**config.mk**
```make
export PLATFORM = sky130hd
export DESIGN_NAME = alu_operand_loader
export DESIGN_NICKNAME = d
export VERILOG_FILES = /design/src/rtl/alu_io_pkg.sv /design/src/rtl/btn_debounce.sv /design/src/rtl/alu_operand_loader.sv
export SDC_FILE = /design/constraint.sdc
export NUM_CORES = 1
export LEC_CHECK = 0
export CAP_MARGIN = 15
export CORE_ASPECT_RATIO = 1.4
export CORE_UTILIZATION = 63
export CTS_BUF_LIST = sky130_fd_sc_hd__clkbuf_8
export DETAILED_ROUTE_END_ITERATION = 6
export PLACE_DENSITY = 0.92
export REMOVE_ABC_BUFFERS = 1
export SYNTH_ARGS = -nofsm -noshare
export SYNTH_HDL_FRONTEND = slang
export SYNTH_SLANG_ARGS = --single-unit
```
**constraint.sdc**
```tcl
create_clock -name clk -period 3.6 [get_ports clk]
set_input_delay 0.9 -clock clk [delete_from_list [all_inputs] [get_ports clk]]
set_output_delay 0.9 -clock clk [all_outputs]
set_load 0.01 [all_outputs]
```
**src/rtl/alu_io_pkg.sv**
```systemverilog
// Shared definitions for the board-level ALU input, ALU and display blocks:
// operand/op widths, ALU op codes and the operand-loader phase encodings.
package alu_io_pkg;

   localparam int DATA_W = 5;
   localparam int OP_W   = 2;

   // ALU operation codes as driven onto ALUControl
   typedef enum logic [OP_W-1:0] {
      OP_ADD = 2'b00,
      OP_SUB = 2'b01,
      OP_AND = 2'b10,
      OP_OR  = 2'b11
   } alu_op_e;

   // Operand entry phases; the encoding is shown directly on the phase LEDs
   typedef enum logic [1:0] {
      S_A    = 2'b00,
      S_B    = 2'b01,
      S_OP   = 2'b10,
      S_DONE = 2'b11
   } load_state_e;

endpackage

```
**src/rtl/btn_debounce.sv**
```systemverilog
// Push-button conditioner: 2-flop synchronizer, stability counter and a
// registered one-cycle pulse on the debounced rising edge only.
// Press-to-pulse latency is 2 + DEBOUNCE_CYCLES + 1 cycles.
module btn_debounce #(
   parameter int DEBOUNCE_CYCLES = 1000000,
   parameter int CNT_W           = 20
) (
   input  logic clk,
   input  logic reset,
   input  logic btn_raw,
   output logic pulse
);

   // Terminal count: the level is accepted on the DEBOUNCE_CYCLES-th stable cycle
   localparam logic [CNT_W-1:0] LP_CNT_LAST = CNT_W'(DEBOUNCE_CYCLES - 1);

   logic             r_sync0;
   logic             r_sync1;
   logic [CNT_W-1:0] r_cnt;
   logic             r_db;
   logic             r_db_d;
   logic             r_pulse;

   // Bring the asynchronous button level into the clock domain
   always_ff @(posedge clk) begin
      if (!reset) begin
         r_sync0 <= 1'b0;
         r_sync1 <= 1'b0;
      end else begin
         r_sync0 <= btn_raw;
         r_sync1 <= r_sync0;
      end
   end

   // Count consecutive cycles where the synchronized level differs from the
   // accepted level; any bounce back to the accepted level restarts the count
   always_ff @(posedge clk) begin
      if (!reset) begin
         r_cnt <= '0;
         r_db  <= 1'b0;
      end else if (r_sync1 == r_db) begin
         r_cnt <= '0;
      end else if (r_cnt == LP_CNT_LAST) begin
         r_db  <= r_sync1;
         r_cnt <= '0;
      end else begin
         r_cnt <= r_cnt + CNT_W'(1);
      end
   end

   // Registered single-cycle pulse on the accepted 0->1 transition; release is silent
   always_ff @(posedge clk) begin
      if (!reset) begin
         r_db_d  <= 1'b0;
         r_pulse <= 1'b0;
      end else begin
         r_db_d  <= r_db;
         r_pulse <= r_db & ~r_db_d;
      end
   end

   assign pulse = r_pulse;

endmodule

```
**src/rtl/alu_operand_loader.sv**
```systemverilog
// Board-level ALU input stage: captures operand a, operand b and the ALU op
// from slide switches in three button-stepped phases and holds them for the ALU.
// Optional build macro LIVE_PREVIEW_EN: the register belonging to the current
// phase follows its switches every cycle until the press freezes it.
module alu_operand_loader
   import alu_io_pkg::*;
#(
   parameter int DEBOUNCE_CYCLES = 1000000,
   parameter int CNT_W           = 20
) (
   input  logic              clk,
   input  logic              reset,
   input  logic [DATA_W-1:0] sw,
   input  logic [OP_W-1:0]   op_sw,
   input  logic              btn_next,
   input  logic              btn_clear,
   output logic [DATA_W-1:0] a,
   output logic [DATA_W-1:0] b,
   output logic [OP_W-1:0]   ALUControl,
   output logic              valid,
   output logic [1:0]        phase
);

   // Bit 0 = next, bit 1 = clear
   logic [1:0] w_btn_raw;
   logic [1:0] w_btn_pulse;
   logic       w_next_pulse;
   logic       w_clear_pulse;

   assign w_btn_raw = {btn_clear, btn_next};

   genvar gi;
   generate
      for (gi = 0; gi < 2; gi++) begin : g_btn
         btn_debounce #(
            .DEBOUNCE_CYCLES (DEBOUNCE_CYCLES),
            .CNT_W           (CNT_W)
         ) u_btn_debounce (
            .clk     (clk),
            .reset   (reset),
            .btn_raw (w_btn_raw[gi]),
            .pulse   (w_btn_pulse[gi])
         );
      end
   endgenerate

   assign w_next_pulse  = w_btn_pulse[0];
   assign w_clear_pulse = w_btn_pulse[1];

   load_state_e       r_state;
   load_state_e       w_state_next;
   logic [DATA_W-1:0] r_a;
   logic [DATA_W-1:0] w_a_next;
   logic [DATA_W-1:0] r_b;
   logic [DATA_W-1:0] w_b_next;
   logic [OP_W-1:0]   r_op;
   logic [OP_W-1:0]   w_op_next;
   logic              r_valid;
   logic              w_valid_next;

   // State and operand registers
   always_ff @(posedge clk) begin
      if (!reset) begin
         r_state <= S_A;
         r_a     <= '0;
         r_b     <= '0;
         r_op    <= OP_ADD;
         r_valid <= 1'b0;
      end else begin
         r_state <= w_state_next;
         r_a     <= w_a_next;
         r_b     <= w_b_next;
         r_op    <= w_op_next;
         r_valid <= w_valid_next;
      end
   end

   // Phase sequencing and operand capture; clear overrides a coincident next press
   always_comb begin
      w_state_next = r_state;
      w_a_next     = r_a;
      w_b_next     = r_b;
      w_op_next    = r_op;
      w_valid_next = r_valid;

      if (w_clear_pulse) begin
         w_state_next = S_A;
         w_valid_next = 1'b0;
      end else begin
         case (r_state)
            S_A: begin
`ifdef LIVE_PREVIEW_EN
               w_a_next = sw;
`endif
               if (w_next_pulse) begin
                  w_a_next     = sw;
                  w_state_next = S_B;
               end
            end
            S_B: begin
`ifdef LIVE_PREVIEW_EN
               w_b_next = sw;
`endif
               if (w_next_pulse) begin
                  w_b_next     = sw;
                  w_state_next = S_OP;
               end
            end
            S_OP: begin
`ifdef LIVE_PREVIEW_EN
               w_op_next = op_sw;
`endif
               if (w_next_pulse) begin
                  w_op_next    = op_sw;
                  w_valid_next = 1'b1;
                  w_state_next = S_DONE;
               end
            end
            S_DONE: begin
               if (w_next_pulse) begin
                  w_valid_next = 1'b0;
                  w_state_next = S_A;
               end
            end
            default: begin
               w_state_next = S_A;
               w_valid_next = 1'b0;
            end
         endcase
      end
   end

   assign a          = r_a;
   assign b          = r_b;
   assign ALUControl = r_op;
   assign valid      = r_valid;
   assign phase      = r_state;

endmodule

```
==> results_dict.tcl <==
set metrics [dict create \
    crit_arrival_ns 2.45 \
    swShare_pct 23.4 \
    ys.flop_type "dfxtp_1" \
    io_pins 26 \
    cts_tree "yes" \
    num_rows 28 \
    cp_data_required_time_ns 3.79 \
    routedWlPerCell_um 14.1 \
    io_buffers 25 \
    ys_async_sr_fraction_pct 0 \
    fillers 275 \
    post-cts-setup-buffers 0 \
    min_period_ns 2.26 \
    power_density_nw_per_um2 423 \
    seq_power_share_pct 53.9 \
    fin_hold_ws_ns 0.388 \
    place_congestion 0.811 \
    antenna_found_initial 0 \
    intPower_mw 1.04 \
    cp_max_fo 19 \
    synth_seq_cells 65 \
    dieWidth_um 58.0 \
    grt_max_degree 21 \
    pwr-share-clk_pct 39.2 \
    grt_overflow_total 0 \
    cts_sinks 65 \
    worst_slew_pin_slew_ns 0.895 \
    yosysSeqAreaShare_pct 47.1 \
    hp-class "flip-flop to flip-flop" \
    synth_area_um2 2760 \
    switching_power_mw 0.319 \
    dpl_worst_slack_ns 1.34 \
    nets 359 \
    p_total_mw 1.36 \
    seq_area_um2 1300 \
    setup_viol 0 \
    period_share_pct 62.8 \
    die_h_um 80.4 \
    status "finished, violations left" \
    post_cts_resized 0 \
    violations "design-rule violations" \
    antenna_cells 0 \
    rsz0062_at_grt "false" \
    syn2layout_area_growth_pct 16.6 \
    cap_violations 0 \
    maxSlewViolCount 0 \
    synth_edf_count 0 \
    drive_above_1_share_pct 6.94 \
    syn_inst 310 \
    core_area_um2 4200 \
    grt_pass1_vias 2262 \
    dr.first_iter.drc_count 97 \
    crit_type "flip-flop to flip-flop" \
    ir_drop_mv 0.373 \
    start_util_pct 65.7 \
    cts.hold.buffers_added 0 \
    syn_area_per_cell_um2 8.91 \
    cts_root_buf "clkbuf_8" \
    clock_skew_ns 0.00575 \
    finalSetupTns_ns 0 \
    power_frac_comb_pct 6.8 \
    fin_util_pct 76.6 \
    wl_um 5530 \
    h-tree-depth 3 \
    ys_warn_count 0 \
    cellLeakagePower_nw 1.06 \
    clock.fmax_mhz 442 \
    startpoint_type "flip-flop" \
    end_kind "flip-flop" \
    setup_ws_ns 1.34 \
    vias_per_cell 5.98 \
    synth_cell_type_count 38 \
    multi_input_area_um2 1390 \
    groute.usage.overall_pct 25.4 \
    numCtsBuffers 9 \
    grt_pass1_wl_um 9220 \
    insertion_delay_ns 0.33 \
    r2r_slack_ns 1.34 \
    cts_buffer_depth 2 \
    dp_hpwl_um 3930 \
    first_pass_iters 6 \
    dieArea_um2 4660 \
    finalHoldViolations 0 \
    ant_nets 0 \
    drc 5 \
    num_vias 2337 \
    slew_headroom_pct 40.2 \
    path_clk_slew_ns 0.07 \
]
-- per-stage QoR --
step / area (um2) / std cells
floorplan: 2730 / 304
global placement: 3050 / 375
detailed placement: 3050 / 375
CTS: 3220 / 391
global route: 3220 / 391
finish: 3220 / 391
-- worst paths after layout --
kind / start / to / depth (start not counted)
worst max-delay path: g_btn[1].u_btn_debounce.r_cnt[0] / g_btn[1].u_btn_debounce.r_cnt[11] / 5
worst min-delay path: g_btn[0].u_btn_debounce.r_db_d / g_btn[0].u_btn_debounce.pulse / 1
worst max register to register: g_btn[1].u_btn_debounce.r_cnt[0] / g_btn[1].u_btn_debounce.r_cnt[11] / 5
worst min register to register: g_btn[0].u_btn_debounce.r_db_d / g_btn[0].u_btn_debounce.pulse / 1
-- cell families after synthesis --
| family | count (synthesis) | share of synthesized area [%] |
|---|---|---|
| AO/OA/AOI/OAI | 41 | 8.79 |
| buffers and inverters | 17 | 2.58 |
| adder cells (fa/ha/maj) | 7 | 3.17 |
| multiplexers | 1 | 0.362 |
| flip-flops | 65 | 47.1 |
| XOR/XNOR | 28 | 8.88 |
| AND/OR/NAND/NOR | 151 | 29.1 |
-- sequential cells by signal, summed over array words and instances, names as in the netlist --
register                      cells
g_btn.u_btn_debounce.r_db         2
g_btn.u_btn_debounce.pulse        2
g_btn.u_btn_debounce.r_db_d       2
g_btn.u_btn_debounce.r_sync0      2
g_btn.u_btn_debounce.r_sync1      2
b                                 5
ALUControl                        2
valid                             1
phase                             2
g_btn.u_btn_debounce.r_cnt       40
a                                 5
-- power groups by stage --
stage	clock, mW	sequential, mW	combinational (mW)
2_1_floorplan	0	0.751	0.0483
4_1_cts	0.542	0.735	0.0941
6_report	0.535	0.735	0.0932
3_3_place_gp	0	0.751	0.0851
3_5_place_dp	0	0.751	0.0917
5_1_grt	0.570	0.736	0.0991
-- per-layer routing --
metal,vias up,share of wire (%),GRT usage [%]
met5,-,0,0
met4,0,1.8,12.1
met3,11,4.3,6.28
met2,72,55,47.5
met1,1094,39,25.6
li1,1160,-,-
-- synth_stat cells (all sizes together), types with 2 or more instances --
cell type,number,share of area (%)
a211oi,2,0.54
a21oi,24,4.3
and2,5,1.1
and3,5,1.1
and4,2,0.68
clkbuf,5,0.68
dfxtp,65,47
ha,7,3.2
inv,11,1.5
nand2,29,3.9
nand3,24,4.5
nand4,13,3.7
nand4b,2,0.63
nor2,38,5.2
nor2b,2,0.45
nor3,6,1.1
nor4,8,1.8
nor4b,2,0.63
o211ai,2,1.0
o21ai,8,1.4
o31ai,4,1.1
or3,5,1.1
or4,6,2.0
xnor2,18,5.7
xor2,10,3.2
-- layout make-up --
class	count	share of cell area (%)
Multi-Input combinational cell	228	43.2
Tap cell	45	1.75
Clock inverter	5	0.699
Inverter	11	1.28
Timing Repair Buffer	26	8.00
Clock buffer	11	4.70
Sequential cell	65	40.4
-- cell usage in the layout, fill, tap and decap left out, types with 2 or more instances in the layout --
cell | Yosys | final
a211oi_1 | 2 | 2
a21oi_1 | 24 | 24
and2_1 | 5 | 5
and3_1 | 5 | 5
clkbuf_8 | 0 | 11
clkdlybuf4s50_1 | 0 | 25
clkinv_2 | 0 | 3
dfxtp_1 | 65 | 65
ha_1 | 7 | 7
inv_1 | 11 | 13
nand2_1 | 29 | 29
nand3_1 | 23 | 23
nand4_1 | 11 | 11
nand4b_1 | 2 | 2
nor2_1 | 38 | 38
nor2b_1 | 2 | 2
nor3_1 | 6 | 6
nor4_1 | 8 | 8
nor4b_1 | 2 | 2
o21ai_0 | 8 | 8
o31ai_1 | 4 | 4
or3_1 | 5 | 5
or4_1 | 3 | 3
or4_4 | 3 | 3
xnor2_1 | 18 | 18
xor2_1 | 10 | 10
-- worst max-delay path, cell delays in order (launching register included) --
cell	delay [ns]
dfxtp_1	0.41
ha_1	0.25
nand3_2	0.21
or4_4	0.63
o211ai_4	0.50
nor2_1	0.13
(Power assumes the default switching activity.)
